### src/rtl/pc_unit_pkg.sv
// pc_unit_pkg: shared CPU definitions for the program-counter stage.
//   ADDR_WIDTH_DEF  - default address width (shared with fetch/memory stages)
//   STACK_DEPTH_DEF - default return-address stack depth
//   act_e           - action-select encoding produced by the priority resolver
//   pc_strobe_t     - control-unit strobe bundle
//   resolve_act     - fixed priority ret > call > load > inc > hold
package pc_unit_pkg;

    localparam int unsigned ADDR_WIDTH_DEF  = 8;
    localparam int unsigned STACK_DEPTH_DEF = 4;

    typedef enum logic [2:0] {
        ACT_HOLD = 3'd0,
        ACT_INC  = 3'd1,
        ACT_LOAD = 3'd2,
        ACT_CALL = 3'd3,
        ACT_RET  = 3'd4
    } act_e;

    typedef struct packed {
        logic ret;
        logic call;
        logic load;
        logic inc;
    } pc_strobe_t;

    // Pick exactly one action per cycle; lower-priority strobes are dropped.
    function automatic act_e resolve_act(pc_strobe_t s);
        if (s.ret)       return ACT_RET;
        else if (s.call) return ACT_CALL;
        else if (s.load) return ACT_LOAD;
        else if (s.inc)  return ACT_INC;
        else             return ACT_HOLD;
    endfunction

endpackage

### src/rtl/pc_unit_if.sv
// pc_unit_if: control-unit <-> program-counter stage signals.
//   master (control unit): drives inc/load/call/ret/load_addr, observes pc and flags
//   slave  (pc_unit):      consumes strobes, drives pc, stack_full, stack_empty, stack_err
interface pc_unit_if
    import pc_unit_pkg::*;
#(
    parameter int unsigned ADDR_WIDTH = ADDR_WIDTH_DEF
);
    logic                  inc;
    logic                  load;
    logic                  call;
    logic                  ret;
    logic [ADDR_WIDTH-1:0] load_addr;
    logic [ADDR_WIDTH-1:0] pc;
    logic                  stack_full;
    logic                  stack_empty;
    logic                  stack_err;

    modport master (
        output inc, load, call, ret, load_addr,
        input  pc, stack_full, stack_empty, stack_err
    );

    modport slave (
        input  inc, load, call, ret, load_addr,
        output pc, stack_full, stack_empty, stack_err
    );
endinterface

### src/rtl/pc_stack.sv
// pc_stack: return-address LIFO for pc_unit.
//   clk, reset (sync, active-low)
//   push_i / pop_i   - push or pop request (never both in one cycle)
//   push_data_i      - value to push
//   top_c_o          - combinational read of the top entry (stack[sp-1])
//   full_o / empty_o - registered sp==DEPTH / sp==0
//   err_o            - registered one-cycle pulse on push-when-full or pop-when-empty
module pc_stack
    import pc_unit_pkg::*;
#(
    parameter int unsigned W     = ADDR_WIDTH_DEF,
    parameter int unsigned DEPTH = STACK_DEPTH_DEF
) (
    input  logic         clk,
    input  logic         reset,
    input  logic         push_i,
    input  logic         pop_i,
    input  logic [W-1:0] push_data_i,
    output logic [W-1:0] top_c_o,
    output logic         full_o,
    output logic         empty_o,
    output logic         err_o
);
    localparam int unsigned IW  = $clog2(DEPTH);
    localparam int unsigned SPW = IW + 1;

    logic [W-1:0]   mem_q [DEPTH];
    logic [SPW-1:0] sp_q, sp_d;
    logic           full_q, empty_q, err_q, err_d;
    logic           do_push, do_pop;

    // Gate requests against the current flags; illegal requests only raise err.
    always_comb begin
        do_push = push_i && !full_q;
        do_pop  = pop_i && !empty_q;
        err_d   = (push_i && full_q) || (pop_i && empty_q);
        sp_d    = sp_q;
        if (do_push)     sp_d = sp_q + SPW'(1);
        else if (do_pop) sp_d = sp_q - SPW'(1);
    end

    always_ff @(posedge clk) begin
        if (!reset) begin
            sp_q    <= '0;
            full_q  <= 1'b0;
            empty_q <= 1'b1;
            err_q   <= 1'b0;
            for (int unsigned i = 0; i < DEPTH; i++) mem_q[i] <= '0;
        end else begin
            sp_q    <= sp_d;
            full_q  <= (sp_d == SPW'(DEPTH));
            empty_q <= (sp_d == '0);
            err_q   <= err_d;
            if (do_push) mem_q[sp_q[IW-1:0]] <= push_data_i;
        end
    end

    assign top_c_o = mem_q[IW'(sp_q - SPW'(1))];
    assign full_o  = full_q;
    assign empty_o = empty_q;
    assign err_o   = err_q;

endmodule

### src/rtl/pc_unit.sv
// pc_unit: program-counter stage (advance / jump / call / return).
//   clk, reset (sync, active-low)
//   bus (pc_unit_if.slave): inc, load, call, ret, load_addr in; pc, stack_full,
//                           stack_empty, stack_err out (all registered)
// Build option: PC_CALL_STACK_EN adds the return-address stack (pc_stack).
// Without it call acts as load, ret is ignored and the stack flags are tied.
module pc_unit
    import pc_unit_pkg::*;
#(
    parameter int unsigned ADDR_WIDTH  = ADDR_WIDTH_DEF,
    parameter int unsigned STACK_DEPTH = STACK_DEPTH_DEF
) (
    input  logic     clk,
    input  logic     reset,
    pc_unit_if.slave bus
);
`ifdef PC_CALL_STACK_EN
    localparam bit STACK_EN = 1'b1;
`else
    localparam bit STACK_EN = 1'b0;
`endif

    logic [ADDR_WIDTH-1:0] pc_q, pc_d, pc_inc;
    logic [ADDR_WIDTH-1:0] stk_top;
    logic                  stk_full, stk_empty;
    pc_strobe_t            strb;
    act_e                  act;

    // Resolve the single action for this edge; ret/call fold away without a stack.
    always_comb begin
        strb.ret  = bus.ret && STACK_EN;
        strb.call = bus.call;
        strb.load = bus.load;
        strb.inc  = bus.inc;
        act       = resolve_act(strb);
        if (!STACK_EN && act == ACT_CALL) act = ACT_LOAD;
    end

    assign pc_inc = pc_q + ADDR_WIDTH'(1);

    always_comb begin
        pc_d = pc_q;
        case (act)
            ACT_INC:  pc_d = pc_inc;
            ACT_LOAD: pc_d = bus.load_addr;
            ACT_CALL: pc_d = stk_full ? pc_q : bus.load_addr;
            ACT_RET:  pc_d = stk_empty ? pc_q : stk_top;
            default:  pc_d = pc_q;
        endcase
    end

    always_ff @(posedge clk) begin
        if (!reset) pc_q <= '0;
        else        pc_q <= pc_d;
    end

    assign bus.pc = pc_q;

`ifdef PC_CALL_STACK_EN
    logic stk_err;

    pc_stack #(
        .W     (ADDR_WIDTH),
        .DEPTH (STACK_DEPTH)
    ) u_stack (
        .clk         (clk),
        .reset       (reset),
        .push_i      (act == ACT_CALL),
        .pop_i       (act == ACT_RET),
        .push_data_i (pc_inc),
        .top_c_o     (stk_top),
        .full_o      (stk_full),
        .empty_o     (stk_empty),
        .err_o       (stk_err)
    );

    assign bus.stack_full  = stk_full;
    assign bus.stack_empty = stk_empty;
    assign bus.stack_err   = stk_err;
`else
    assign stk_top         = '0;
    assign stk_full        = 1'b0;
    assign stk_empty       = 1'b1;
    assign bus.stack_full  = 1'b0;
    assign bus.stack_empty = 1'b1;
    assign bus.stack_err   = 1'b0;
`endif

endmodule

### src/flat_wrapper.sv
// flat-port wrapper written by rule: the top's interface ports become plain ports
module pc_unit_flat import pc_unit_pkg::*;
#(
    parameter int unsigned ADDR_WIDTH  = ADDR_WIDTH_DEF,
    parameter int unsigned STACK_DEPTH = STACK_DEPTH_DEF
)
  (clk, reset, bus_inc, bus_load, bus_call, bus_ret, bus_load_addr, bus_pc, bus_stack_full, bus_stack_empty, bus_stack_err);
  pc_unit_if #(.ADDR_WIDTH(ADDR_WIDTH)) bus_i ();
  input  logic clk;
  input  logic reset;
  input wire logic [$bits(bus_i.inc)-1:0] bus_inc;
  input wire logic [$bits(bus_i.load)-1:0] bus_load;
  input wire logic [$bits(bus_i.call)-1:0] bus_call;
  input wire logic [$bits(bus_i.ret)-1:0] bus_ret;
  input wire logic [$bits(bus_i.load_addr)-1:0] bus_load_addr;
  output wire logic [$bits(bus_i.pc)-1:0] bus_pc;
  output wire logic [$bits(bus_i.stack_full)-1:0] bus_stack_full;
  output wire logic [$bits(bus_i.stack_empty)-1:0] bus_stack_empty;
  output wire logic [$bits(bus_i.stack_err)-1:0] bus_stack_err;
  assign bus_i.inc = bus_inc;
  assign bus_i.load = bus_load;
  assign bus_i.call = bus_call;
  assign bus_i.ret = bus_ret;
  assign bus_i.load_addr = bus_load_addr;
  assign bus_pc = bus_i.pc;
  assign bus_stack_full = bus_i.stack_full;
  assign bus_stack_empty = bus_i.stack_empty;
  assign bus_stack_err = bus_i.stack_err;
  pc_unit #(.ADDR_WIDTH(ADDR_WIDTH), .STACK_DEPTH(STACK_DEPTH)) u_core (.clk(clk), .reset(reset), .bus(bus_i));
endmodule
### config.mk
export PLATFORM = sky130hd
export DESIGN_NAME = pc_unit_flat
export DESIGN_NICKNAME = d
export VERILOG_FILES = /design/src/rtl/pc_unit_pkg.sv /design/src/rtl/pc_unit_if.sv /design/src/rtl/pc_stack.sv /design/src/rtl/pc_unit.sv /design/src/flat_wrapper.sv
export SDC_FILE = /design/constraint.sdc
export NUM_CORES = 1
export LEC_CHECK = 0
export CAP_MARGIN = 20
export CORE_AREA = 3 3 40 42
export CTS_CLUSTER_SIZE = 12
export DETAILED_ROUTE_END_ITERATION = 8
export DIE_AREA = 0 0 43 45
export PLACE_DENSITY_LB_ADDON = 0.15
export SYNTH_ARGS = -nofsm -noshare
export SYNTH_HDL_FRONTEND = slang
export SYNTH_HIERARCHICAL = 1
export SYNTH_SLANG_ARGS = --single-unit
### constraint.sdc
create_clock -name clk -period 3.2 [get_ports clk]
set_clock_uncertainty 0.15 [all_clocks]
set_input_delay 0.32 -clock clk [delete_from_list [all_inputs] [get_ports clk]]
set_output_delay 0.32 -clock clk [all_outputs]
set_load 0.1 [all_outputs]
# Word level (Yosys, flattened, before mapping)

Index checks and enable logic that the tools add are counted.

Equal/unequal tests: 4
Multiplexer cells: 5
$add $sub $neg: 1
Reduce and logical (&&, ||, !) cells: 2

Operators by type and width:

| kind                                                                  | number |
|---|---|
| 8-bit one-hot mux with 2 select lines                                 | 1 |
| 3-bit by 2-bit equality test with 1-bit output, second input constant | 3 |
| 3-bit two-way mux                                                     | 3 |
| 8-bit by 1-bit adder with 8-bit output, second input constant         | 1 |
| 3-bit by 1-bit equality test with 1-bit output, second input constant | 1 |
| 2-bit nonzero test                                                    | 1 |
| 2-bit OR reduction                                                    | 1 |
| 1-bit two-way mux                                                     | 1 |

Input bits: 14
Output and inout port bits: 11
Bits in registers: 8

# Logic depth before layout (Yosys ltp)

Gate-level depths: netlist of run 1.

Word-level depth: 8
Mapped depth: 4
Gate-level depth less buffers: 4

# Worst setup path after synthesis of run 1

No wires, ideal clock.

Kind: register -> register
Start point: register u_core.pc_q[0] (netlist: u_core/bus.pc[0])
End point: register u_core.pc_q[6] (netlist: u_core/bus.pc[6])
Buffers on the path: 0
Cell stages (with the launch flop): 5
Slack: 1109 ps
Required time: 2975 ps
Period minus slack after synthesis: 2091 ps
Setup time: 75 ps
Arrival time: 1866 ps
Path through: dfxtp_1 ha_1 nand2_1 or3_1 a31oi_1

Longest elaborated chain between the ends: 2

Ends and longest elaborated chain:

| element                                | RTL line      | RTL |
|---|---|---|
| from (decl)                            | pc_unit.sv:23 | `logic [ADDR_WIDTH-1:0] pc_q, pc_d, pc_inc;` |
| from (signal assigned)                 | pc_unit.sv:54 | `else pc_q <= pc_d;` |
| 8-bit by 1-bit adder with 8-bit output | pc_unit.sv:39 | `assign pc_inc = pc_q + ADDR_WIDTH'(1);` |
| 8-bit one-hot mux with 2 select lines  | pc_unit.sv:43 | `case (act)` |

Every way passes these cells.
A chain may end at the register's enable or synchronous reset.

# Final worst setup path of run 1

Start point: register u_core.pc_q[6] (netlist: u_core/bus.pc[6])
End point: output bus_pc[6]

RTL lines:

| element   | RTL line           | RTL |
|---|---|---|
| to (decl) | flat_wrapper.sv:16 | `output wire logic [$bits(bus_i.pc)-1:0] bus_pc;` |

No word-level cell between the ends.

==> key figures, run 1 <==
Logic synthesis
  • Post-synthesis register bit count: 8
  • Syn Inst Count: 52
  • Ys Warns: 6
  • Post-synthesis sequential area ratio: 0.362
  • Mapped Avg Cell Area: approximately 8.5 µm²
  • Synth area leaders: dfxtp_1, o21ai_0, buf_4, xor2_1, a211oi_1
  • Mapped cell area: between 400 and 500 µm²
  • Yosys top cell area share: 0.362
  • Post-synth top area cell: dfxtp_1
  • Synth cell types: 20

STA
  • Fin. Hold Viols: 0
  • Final worst setup slack: slightly below 1 ns
  • Unrepaired setup endpoints after global routing: false
  • Worst Tran Pin Value: ~0.96 ns
  • Final Setup Violations: 0
  • Fmax: roughly 450 MHz
  • Final critical-path share of the clock period: 0.698
  • Slew margin rel.: 0.356
  • Count of pins over their slew limit: 0
  • Final min period: 2.23 ns
  • Setup TNS: 0 ns

Critical path
  • CP max FO: 4
  • Critical Path RT: 2.73 ns
  • Worst setup endpoint: bus_pc[6]
  • CP Launch Type: flop
  • Capturing point of the worst reg2reg path: u_core/bus.pc[6]
  • CP max stage cell: clkdlybuf4s50_1
  • Slowest stage delay, CP: 1.15 ns
  • Worst r2r src: u_core/bus.pc[0]
  • Worst EP arrival: 1.76 ns
  • Crit. End Element: output pin
  • Critical Path Source: u_core/bus.pc[6]
  • Worst path depth: 1
  • Cell Chain, Critical Path: clkdlybuf4s50_1
  • Setup CP Type: flop to output pin
  • Delay-heaviest family, CP: buffers and inverters
  • Buffers & Inverters on Critical Path: 1
  • R2r worst-path depth: 4
  • Reg2reg setup slack: roughly 1.7 ns

Drt
  • Initial DRC count: 4
  • Drt total wl: 978 µm
  • Drt drc: 0
  • First drt pass iteration count: 4
  • DR WL/cell: around 11 µm
  • Vias: about 430
  • DR vias/cell: 5.02
  • Detail Route Antenna Nets: 0

Power
  • Power Dens Cells: between 400 and 500 mW/mm²
  • Leak Pwr: between 0.0002 and 0.00025 µW
  • Peak supply drop: around 0.2 mV

Clocking
  • Post-CTS setup buffers: 0
  • TritonCTS Buffers: 3
  • Clk root buf: clkbuf_4
  • Post_cts resized: 0
  • CTS HTree Levels: 1
  • TritonCTS clock tree: built
  • Skew-Pair Late Insertion Delay: about 0.25 ns
  • CTS sink cnt: 8
  • Clock transition at the registers of the reported paths: approximately 0.06 ns
  • Cts hold-fix bufs: 0
  • Max clock buf depth: 2

Die
  • Rows: 13
  • Initial Util: 0.345
  • Ports: 25
  • Die height: about 45 µm
  • Die width: around 43 µm
  • Full die area: approximately 0.0019 mm²
  • Core Region: approximately 0.0013 mm²

Global routing
  • Grt ovf: 0
  • Initial antenna violation count: 0
  • Vias in the first global route: between 300 and 400
  • First-pass GRT wire length: 1.48 mm
  • Largest net degree at the start of global routing: 17
  • GR Util All Layers: 0.107

Cells and area
  • Area of the multi-input gates: approximately 240 µm²
  • Area growth syn-to-layout: 42.7%
  • Fillers: roughly 130
  • Max reg flops: 8
  • Reg area: between 150 and 200 µm²
  • Diode count: 0
  • Fraction of layout cells with a size suffix above 1: 0.155
  • Number of nets in the layout: 88
  • Final instance area: ~630 µm²

Worst hold path
  • Worst min path class: flop to flop

Flow run
  • Max-Cap Viols: 0

Placement
  • I/O Buffers: 20
  • DP Area: around 610 µm²
  • Placer Congestion: around 0.7
  • Pre-CTS WS: between 1 and 1.5 ns

Status
  • Outcome: complete, no violations
cells in the final DEF, fill, tap and decap left out, drive strengths merged:
master | synthesis | layout
a211oi | 3 | 3
xor2 | 3 | 3
clkbuf | 0 | 3
a31oi | 3 | 3
conb | 2 | 3
nor2 | 4 | 4
mux2i | 1 | 1
nand4 | 4 | 4
buf | 5 | 6
a21oi | 2 | 2
or3 | 3 | 3
nand2 | 1 | 1
inv | 1 | 1
dfxtp | 8 | 8
nand3 | 2 | 2
xnor2 | 1 | 1
o21ai | 8 | 8
ha | 1 | 1
clkdlybuf4s50 | 0 | 14
where the power goes:
group	internal, µW	total [µW]	switching [µW]
logic	31.0	116	85.3
clock network	42.9	76.9	34.0
registers	107	117	9.86
total	181	310	129
metrics by stage:
| step | power, µW | hold WS [ns] | instances | utilization |
|---|---|---|---|---|
| after floorplan | 208 | 0.308 | 53 | - |
| after global placement | 235 | 0.339 | 83 | 0.474 |
| after detailed placement | 236 | 0.362 | 83 | 0.474 |
| after CTS | 313 | 0.370 | 86 | 0.492 |
| after global routing | 325 | 0.421 | 86 | 0.492 |
| final | 310 | 0.363 | 86 | 0.492 |
worst register-to-register path, stage by stage, from the launching register on:
cell	delay (ns)
dfxtp_1	0.44
ha_1	0.22
nand2_1	0.09
or3_1	0.36
a31oi_1	0.15
final cells by class:
| class | instances | area share |
|---|---|---|
| well taps | 15 | 0.0297 |
| inverters | 1 | 0.00594 |
| repair buffers | 20 | 0.293 |
| multi-input cells | 39 | 0.382 |
| flip-flops and latches | 8 | 0.253 |
| clock buffers | 3 | 0.0356 |
synthesized netlist by cell type:
master and count:
or3_1 3, nand4_2 1, buf_4 4, o21ai_0 8, nor2_1 3, inv_1 1
a211oi_1 3, mux2i_1 1, nand4_1 3, dfxtp_1 8, a31oi_1 3, xor2_1 3
ha_1 1, nand3_1 2, a21oi_1 2, nor2_2 1, xnor2_1 1, conb_1 2
buf_6 1, nand2_1 1
cell families after synthesis:
| family | count (synthesis) | share of synthesized area |
|---|---|---|
| muxes | 1 | 0.0226 |
| xor gates and xnor gates | 4 | 0.0791 |
| DFF | 8 | 0.362 |
| buffers and inverters | 6 | 0.102 |
| AOI/OAI and AO/OA | 16 | 0.206 |
| and+or+nand+nor | 14 | 0.184 |
| adders and majority gates | 1 | 0.0282 |
| other | 2 | 0.0170 |
worst min-delay path by stage:
stage	slack, ns	cells after the start	end	startpoint
2_1_floorplan	0.31	2	u_core/bus.pc[5]	reset
4_1_cts	0.37	2	u_core/bus.pc[7]	u_core/bus.pc[7]
5_1_grt	0.42	2	u_core/bus.pc[5]	u_core/bus.pc[5]
3_3_place_gp	0.34	2	u_core/bus.pc[7]	u_core/bus.pc[7]
3_5_place_dp	0.36	2	u_core/bus.pc[7]	u_core/bus.pc[7]
6_report	0.36	2	u_core/bus.pc[7]	u_core/bus.pc[7]
per-layer routing:
metal / up-vias / GRT usage / share of wire
met3: 2 / 0.0637 / 0.11
met5: - / 0 / 0
met1: 187 / 0.127 / 0.45
li1: 225 / - / -
met4: 0 / 0.0542 / 0.010
met2: 18 / 0.153 / 0.43
Note: power is estimated with default switching activity, not from simulation.
==> inputs of run 2 (changes only) <==
--- a/config.mk
+++ b/config.mk
@@ -6,10 +6,10 @@
 export NUM_CORES = 1
 export LEC_CHECK = 0
 export CAP_MARGIN = 20
-export CORE_AREA = 3 3 40 42
+export CORE_MARGIN = 3
+export CORE_UTILIZATION = 32
 export CTS_CLUSTER_SIZE = 12
 export DETAILED_ROUTE_END_ITERATION = 8
-export DIE_AREA = 0 0 43 45
 export PLACE_DENSITY_LB_ADDON = 0.15
 export SYNTH_ARGS = -nofsm -noshare
 export SYNTH_HDL_FRONTEND = slang
==> constraint.sdc (replaced) <==
create_clock -name clk -period 2 [get_ports clk]
set_clock_uncertainty 0.15 [all_clocks]
set_input_delay 0.2 -clock clk [delete_from_list [all_inputs] [get_ports clk]]
set_output_delay 0.2 -clock clk [all_outputs]
set_load 0.1 [all_outputs]
==> run 2 against run 1 <==
- register-to-register slack worse by 1.1 ns
- global-route usage increased by 1.7 points
- design area up 0.59%
==> key figures, run 2 (synthesized netlist as in run 1, its figures left out) <==
Status
  • Outcome: complete, no violations

Die
  • Initial Util: 0.369 (+0.0241)
  • Die height: 43.2 µm (-4.0%)
  • Full die area: 0.00187 mm² (-3.5%)
  • Die width: 43.2 µm (+0.48%)
  • Rows: 12 (-1)
  • Ports: 25 (unchanged)
  • Core Region: 0.00120 mm² (-6.5%)

Global routing
  • GR Util All Layers: 0.124 (+0.0168)
  • Grt ovf: 0 (unchanged)
  • First-pass GRT wire length: 1.69 mm (+14%)
  • Largest net degree at the start of global routing: 11 (-6)
  • Initial antenna violation count: 0 (unchanged)
  • Vias in the first global route: 383 (+16%)

Critical path
  • CP Launch Type: primary input
  • Critical Path RT: 2.03 ns (-0.70 ns)
  • CP max stage cell: clkdlybuf4s50_1
  • Slowest stage delay, CP: 0.64 ns (-0.51 ns)
  • Crit. End Element: flop
  • Reg2reg setup slack: 0.61 ns (-1.11 ns)
  • Buffers & Inverters on Critical Path: 1 (unchanged)
  • Worst EP arrival: 1.51 ns (-0.25 ns)
  • Setup CP Type: primary input to flop
  • Cell Chain, Critical Path: clkdlybuf4s50_1 -> nand2_1 -> or3_1 -> a31oi_1
  • Delay-heaviest family, CP: buffers and inverters
  • CP max FO: 7 (+3)

Power
  • Power Dens Cells: 792 mW/mm² (+61%)
  • Leak Pwr: 0.000253 µW (+3.5%)
  • Peak supply drop: 0.338 mV (+68%)

Placement
  • Placer Congestion: 0.773 (+11%)
  • DP Area: 613 µm² (+0.62%)
  • DP Wirelength: slightly below 800 µm
  • Pre-CTS WS: 0.268 ns (-0.965 ns)
  • I/O Buffers: 20 (unchanged)

Drt
  • DR vias/cell: 4.97 (-1.2%)
  • Vias: 427 (-1.2%)
  • Drt drc: 0 (unchanged)
  • Initial DRC count: 3 (-1)
  • First drt pass iteration count: 2 (-2)
  • Detail Route Antenna Nets: 0 (unchanged)
  • Drt total wl: 1.02 mm (+4.4%)
  • DR WL/cell: 11.9 µm (+4.4%)

Cells and area
  • Most common cell after layout, fill and taps aside: clkdlybuf4s50_1
  • Area growth syn-to-layout: 43.5%
  • Diode count: 0 (unchanged)
  • Number of nets in the layout: 89 (+1.1%)
  • Max reg flops: 8 (unchanged)
  • Fraction of layout cells with a size suffix above 1: 0.222 (+0.0673)
  • Most frequent cells in the layout: clkdlybuf4s50_1, buf_4, o21ai_0
  • Final instance area: 636 µm² (+0.59%)

STA
  • Final worst setup slack: 0.520 ns (-0.446 ns)
  • Final min period: 1.48 ns
  • Final critical-path share of the clock period: 0.740
  • Setup TNS: 0 ns (unchanged)
  • Count of pins over their slew limit: 0 (unchanged)
  • Fin. Hold Viols: 0 (unchanged)
  • Unrepaired setup endpoints after global routing: false
  • Fmax: slightly below 700 MHz
  • Final Setup Violations: 0 (unchanged)

Clocking
  • CTS HTree Levels: 1 (unchanged)
  • Skew-Pair Late Insertion Delay: 0.26 ns (about the same)
  • Post_cts resized: 0 (unchanged)
  • Clock transition at the registers of the reported paths: 0.05 ns (about the same)
  • TritonCTS Buffers: 3 (unchanged)
  • Clk root buf: clkbuf_4
  • CTS sink cnt: 8 (unchanged)
  • Cts hold-fix bufs: 0 (unchanged)
  • TritonCTS clock tree: built
  • Max clock buf depth: 2 (unchanged)
  • Post-CTS setup buffers: 0 (unchanged)

Worst hold path
  • Worst min path class: flop to flop

Flow run
  • Max-Cap Viols: 0 (unchanged)
## run 2: cell types whose count changed in the layout (fill, tap and decap cells not counted), sizes merged
| cell | before | now |
|---|---|---|
| clkdlybuf4s50 | 14 | 12 |
| buf | 6 | 9 |
## run 2: worst paths after layout
kind	startpoint	end	depth (start not counted)
max	bus_inc	u_core/bus.pc[6]	4
min	u_core/bus.pc[7]	u_core/bus.pc[7]	2
max reg2reg	u_core/bus.pc[0]	u_core/bus.pc[6]	4
min reg2reg	u_core/bus.pc[7]	u_core/bus.pc[7]	2
## run 2: layout make-up
class	instances	area, µm²
fill	132	566
clock buffer	3	22.5
inverter	1	3.75
tap	14	17.5
sequential	8	163
timing repair buffer	21	188
multi-input combinational	39	241
## run 2: power breakdown
group          total [µW]  internal, µW  switching [µW]
clock                 128          69.0            59.1
sequential            188           172            15.7
combinational         187          49.9             137
## run 2: worst min-delay path: cells and delay by family, from the launching register on
kind            cells  cell delay, ns
flops               1            0.31
compound gates      2            0.15
## run 2: metrics by stage
| stage | hold WS, ns | util | power (µW) | instances |
|---|---|---|---|---|
| after floorplan | 0.188 | - | 334 | 53 |
| after global placement | 0.348 | 0.510 | 378 | 83 |
| after detailed placement | 0.350 | 0.510 | 379 | 83 |
| after CTS | 0.361 | 0.529 | 511 | 86 |
| after global routing | 0.377 | 0.529 | 529 | 86 |
| final | 0.356 | 0.529 | 503 | 86 |
## run 2: routing by layer
layer / global-route usage / vias to the layer above / wire [µm]
met1: 0.155 / 187 / 485
li1: - / 224 / -
met3: 0.0551 / 2 / 83
met2: 0.171 / 14 / 444
met5: 0 / - / 0
met4: 0.0723 / 0 / 7
